File: config.mk
export PLATFORM = sky130hd
export DESIGN_NAME = share_recombiner
export DESIGN_NICKNAME = d
export VERILOG_FILES = /design/src/rtl/share_recombiner.sv
export SDC_FILE = /design/constraint.sdc
export NUM_CORES = 1
export LEC_CHECK = 0
export CAP_MARGIN = 10
export CORE_MARGIN = 2
export CORE_UTILIZATION = 50
export CTS_BUF_LIST = sky130_fd_sc_hd__clkbuf_8
export DETAILED_ROUTE_END_ITERATION = 12
export PLACE_DENSITY = 0.83
export RECOVER_POWER = 50
export SKIP_CTS_REPAIR_TIMING = 1
export SYNTH_ARGS = -nofsm -noshare
export SYNTH_HDL_FRONTEND = slang
export SYNTH_SLANG_ARGS = --single-unit
File: constraint.sdc
create_clock -name clk -period 4.94 [get_ports clk]
set_input_delay 0.988 -clock clk [delete_from_list [all_inputs] [get_ports clk]]
set_output_delay 0.988 -clock clk [all_outputs]
set_load 0.05 [all_outputs]
File: src/rtl/share_recombiner.sv
// share_recombiner: terminal stage of a masked pipeline. Registers the
// Boolean shares as a glitch barrier, XOR-recombines the registered
// shares, buffers the unmasked result in a small FIFO and releases it on
// a valid/ready handshake.
module share_recombiner #(
   parameter int unsigned SHARES = 2,
   parameter int unsigned WIDTH  = 8,
   parameter int unsigned DEPTH  = 3
) (
   input  logic                        clk,
   input  logic                        rst,
   input  logic                        in_valid,
   output logic                        in_ready,
   input  logic [SHARES*WIDTH-1:0]     in_shares,
   output logic                        out_valid,
   input  logic                        out_ready,
   output logic [WIDTH-1:0]            out_data,
   output logic [$clog2(DEPTH+2)-1:0]  occupancy
);

   localparam int unsigned PW = (DEPTH > 1) ? $clog2(DEPTH) : 1;
   localparam int unsigned CW = $clog2(DEPTH + 1);
   localparam int unsigned OW = $clog2(DEPTH + 2);

   logic                    s1_valid_q,  s1_valid_d;
   logic [SHARES*WIDTH-1:0] s1_shares_q, s1_shares_d;
   logic [PW-1:0]           wr_ptr_q,    wr_ptr_d;
   logic [PW-1:0]           rd_ptr_q,    rd_ptr_d;
   logic [CW-1:0]           count_q,     count_d;
   logic [WIDTH-1:0]        mem_q [DEPTH];

   logic             in_fire;
   logic             push;
   logic             pop;
   logic [WIDTH-1:0] recomb;

   function automatic logic [PW-1:0] ptr_inc(input logic [PW-1:0] p);
      return (p == PW'(DEPTH - 1)) ? '0 : p + 1'b1;
   endfunction

   // Credit-based accept: a slot is free when the staged value plus the
   // buffered values leave room, so the stage-1 write never has to stall.
   assign occupancy = OW'(s1_valid_q) + OW'(count_q);
   assign in_ready  = !rst && (occupancy < OW'(DEPTH));
   assign in_fire   = in_valid && in_ready;
   assign push      = s1_valid_q;
   assign out_valid = (count_q != '0);
   assign pop       = out_valid && out_ready;
   assign out_data  = out_valid ? mem_q[rd_ptr_q] : '0;

   // Recombine only the registered shares; no share mixing before stage 1.
   always_comb begin
      recomb = '0;
      for (int unsigned i = 0; i < SHARES; i++) begin
         recomb = recomb ^ s1_shares_q[i*WIDTH +: WIDTH];
      end
   end

   // Next-state for the barrier stage, pointers and FIFO count.
   always_comb begin
      s1_valid_d  = in_fire;
      s1_shares_d = in_fire ? in_shares : s1_shares_q;
      wr_ptr_d    = push ? ptr_inc(wr_ptr_q) : wr_ptr_q;
      rd_ptr_d    = pop  ? ptr_inc(rd_ptr_q) : rd_ptr_q;
      count_d     = count_q;
      case ({push, pop})
         2'b10:   count_d = count_q + 1'b1;
         2'b01:   count_d = count_q - 1'b1;
         default: count_d = count_q;
      endcase
   end

   // Control and share registers; reset discards any in-flight value.
   always_ff @(posedge clk or posedge rst) begin
      if (rst) begin
         s1_valid_q  <= 1'b0;
         s1_shares_q <= '0;
         wr_ptr_q    <= '0;
         rd_ptr_q    <= '0;
         count_q     <= '0;
      end else begin
         s1_valid_q  <= s1_valid_d;
         s1_shares_q <= s1_shares_d;
         wr_ptr_q    <= wr_ptr_d;
         rd_ptr_q    <= rd_ptr_d;
         count_q     <= count_d;
      end
   end

   // FIFO storage: tail written whenever stage 1 holds a value.
   always_ff @(posedge clk or posedge rst) begin
      if (rst) begin
         mem_q <= '{default: '0};
      end else if (push) begin
         mem_q[wr_ptr_q] <= recomb;
      end
   end

endmodule

# Word-level counts from Yosys, hierarchy flattened
# Index checks and enable logic that the tools add are counted.
# totals
latchBits,0
in_bits,20
romBits,0
mem_count,0
output_inout_bits,13
word_cells,41
regBits,47
ramBits,0
# classes
n_div,0
n_lt_le_gt_ge,4
n_addsub,5
muxes,10
bitwise,3
n_eq_ne,4
multipliers,0
n_reduce_logical,7
n_shift,0
# ops
cell,count
$mux W8,4
$bwmux W24,1
$bmux W8 S2,1
$demux W8 S2,1
$xor A8 B8 Y8,1
$add A2 B1 Y2 const B,3
$eq A2 B2 Y1 const B,3
$ge A3 B3 Y1 const B,2
$not A2 Y3,2
$logic_and A1 B1 Y1,4
$mux W2,2
$pmux W2 S2,1
$reduce_bool A2 Y1,2
$add A1 B2 Y3,1
$lt A3 B1 Y1 const B,1
$lt A3 B2 Y1 const B,1
$eq A2 B1 Y1 const B,1
$sub A2 B1 Y2 const B,1
$logic_not A1 Y1,1

# Logic depth before layout (Yosys ltp)
# logic_depth
depth_word,6
ltp_mapped,6
depth_no_buf,6

# Least setup slack after synthesis
# OpenSTA, ideal clock, no wires.
# synth_timing
path_type,register -> output
startpoint,register count_q[0]
endpoint,output in_ready
arrival_ns,1.787
n_path_buf,0
stages_incl_launch_ff,4
required_ns,3.952
slack_ns,2.165
path_cell_list,dfrtp_1 ha_1 ha_1 a211oi_4
# synth_via
elab_chain_len,3
# synth_rtl
element,line_no,rtl
start: declaration,29,"logic [CW-1:0] count_q, count_d;"
start signal: assignment,86,count_q <= count_d;
$add A1 B2 Y3,43,assign occupancy = OW'(s1_valid_q) + OW'(count_q);
via occupancy[1],18,output logic [$clog2(DEPTH+2)-1:0] occupancy
$lt A3 B2 Y1,44,assign in_ready = !rst && (occupancy < OW'(DEPTH));
$logic_and A1 B1 Y1,44,
end: declaration,13,"output logic in_ready,"
# The timed path passes the listed nets, and every way through them passes these cells.

# Worst setup path after layout
# layout_timing
startpoint,register rd_ptr_q[0]
endpoint,output out_data[6]
# layout_via
elab_chain_len,5
# layout_rtl
element,line_no,rtl
start: declaration,28,"logic [PW-1:0] rd_ptr_q, rd_ptr_d;"
start signal: assignment,85,rd_ptr_q <= rd_ptr_d;
$not A2 Y3 (implied by the code),49,assign out_data = out_valid ? mem_q[rd_ptr_q] : '0;
$bmux W8 S2,49,
$mux W8 (implied by the code) (2 in series),49,
$mux W8,49,
end: declaration,17,"output logic [WIDTH-1:0] out_data,"
# Every way passes these cells. The select of a mux whose other input is x is not followed.

==> metrics.txt <==
synth unique cells=25; Tmin final=3.71 ns; hold_sp=mem_q[7]; period utilisation layout=0.750; Worst Path Required=around 4.0 ns; Final TNS setup=0 ns; Seq/Total Area, Yosys=0.561; reg-to-reg critical path endpoint=mem_q[21]; WL/cell=14.1 um; worst-margin pin slew=between 2 and 2.5 ns; Crit path arrival time=2.72 ns; FFs w/ async S/R, synth=1.00; Post-synth EDFFs=0; Top Ports=33; busiest grt layer=met2; ANT cells=0; clock sink count=47; Routed WL=approximately 3700 um; #FFs+latches synth=47; Worst-Skew Late Latency=around 0.31 ns; GR Layer Usage met3=0.0536; largest net degree at the start of global routing=48; GRT Util Overall=0.182; cell taking the most area after synthesis=dfrtp_1; Area Overhead vs Synth=20.8%; # rows=23; Cells after Synth=177; drt initial violations=79; CTS Buf Count=5; CORE AREA=4030 um^2; depth of the CTS H-tree=2; Final ANT Viol Nets=0; Clock Pin Slew Worst Setup and Hold Paths=0.09 ns; P per Cell Area=roughly 770 nW/um^2; grt ovf=0; failing checks=max-capacitance violations, max-slew violations; worst r2r path cells=3; fin area=2530 um^2; HPWL Detailed=2460 um; Max Clock Freq=between 0.2 and 0.3 GHz; M2 GR Usage=0.287; final setup violation count=0; Pwr Total=between 0.0015 and 0.002 W; Placer Congestion=between 0.7 and 0.8; synthesis warning total=0; TritonCTS clock tree=yes; DR DRC count=0; die width=68.8 um; initial antenna violation count=0; Initial Util=0.521; placed inst area=2450 um^2; Worst Hold Class=flip-flop to flip-flop; Clock Path Buffers=2; GR Layer Usage met1=0.233; most frequent cell after synthesis=dfrtp_1; outcome=complete, but fails checks; vias in the first global route=1282; leak pwr=1.14 nW; crit path max fanout=11; worst reg2reg path startpoint=push; Final Hold Viols=0; Max-slew headroom=-0.584; WHS Path Cells=2; input/output buffers=32; pins over their slew limit=66; Synth Cell Area=around 2100 um^2; NumNets Final=233; Max rail drop VDD=~0.37 mV; Via density=5.22; Vias=between 1000 and 1500; Reg2Reg Setup Slack=2.75 ns; share of cells above drive strength 1=0.133; top-area cell type share of the netlist area=0.561; hold worst-path end=mem_q[7]; Die Ht=between 60 and 70 um; mean post-synth cell area=11.9 um^2; CP Class=flip-flop to output pin; CP startpoint kind=flip-flop; dominant synthesized flop cell=dfrtp_1; max cap viols=2; Max Clock Skew=roughly 0.011 ns; Die Outline Area=4730 um^2; Area contributors post-synth=dfrtp_1 (56%), mux2_4 (6.4%), o21ai_0 (4.3%); clock tree root buffer cell=clkbuf_8; DR pass1 iterations=4; Post-Route Utilization=0.629; CP Capture Type=output pin; Net Count, Synth=200; Post-synth top cells=dfrtp_1 (47), o21ai_0 (18), nand2_1 (17), nor2_1 (17), xnor2_1 (10); Cells after DPL=253; Non-Filler Instances=between 200 and 300; wire length of the first global-routing pass=~6000 um; RSZ-0062 raised after global routing=no
metrics by stage:
step	setup WS (ns)	hold WS (ns)
4_1_cts	1.28	0.490
3_5_place_dp	1.42	0.470
5_1_grt	0.980	0.526
3_3_place_gp	1.42	0.463
6_report	1.23	0.484
2_1_floorplan	2.16	0.450
report_power, final:
group | leakage [nW] | switching, W | internal (W)
Clock | 0.0474 | 0.000131 | 0.000114
Sequential | 0.568 | 0.000145 | 0.000565
Combinational | 0.523 | 0.000557 | 0.000428
sequential cells by signal, summed over array words and instances, names as in the netlist:
signal,count
count_q,2
mem_q,24
push,1
rd_ptr_q,2
s1_shares_q,16
wr_ptr_q,2
area by class of cell:
type                       count  area (um^2)
clock buffer                   6         82.6
clock inverter                 2         16.3
fill                         339         1500
inverter                       6         22.5
multi-input combinational    117          850
sequential                    47         1180
tap                           50         62.6
timing repair buffer          33          324
kinds of logic after synthesis:
kind of cell	synth area share
compound gates	0.110
xor+xnor	0.0459
fa+ha+maj	0.0179
buf+inv	0.0292
flops	0.561
mux	0.146
simple gates	0.0906
layer usage:
layer	wire length, um	vias up
met1	1550	656
met5	0	-
met4	74	0
met3	175	7
met2	1880	35
li1	-	665
worst max path at each step:
stage | startpoint | end | slack [ns] | cells after the start
6_report | rd_ptr_q[0] | out_data[6] | 1.23 | 4
5_1_grt | rst | s1_shares_q[11] | 0.98 | 3
4_1_cts | rd_ptr_q[1] | out_data[6] | 1.28 | 4
3_5_place_dp | rst | in_ready | 1.42 | 3
3_3_place_gp | rst | in_ready | 1.42 | 3
2_1_floorplan | count_q[0] | in_ready | 2.16 | 3
placed cells by master (no fill, tap or decap), drive strengths merged:
cell type       n
nor2b           1
or2             1
a21o            2
o21ai          18
nor2           17
nor3            1
dfrtp          47
clkbuf          7
a21oi           9
inv             5
mux2i           8
a2bb2oi         7
xor2            1
ha              3
dlygate4sd3     2
clkinvlp        1
clkdlybuf4s50  30
nor3b           1
nand3b          2
xnor2          10
clkinv          2
mux2           17
nand2          18
a211oi          1
worst max-delay path, cell delays in order, from the launching register on:
cell and delay (ns):
dfrtp_1 0.60, nor2b_1 0.67, a2bb2oi_1 0.17, nor2_1 0.15, clkdlybuf4s50_1 0.82
Power figures use the tool's default switching activity.
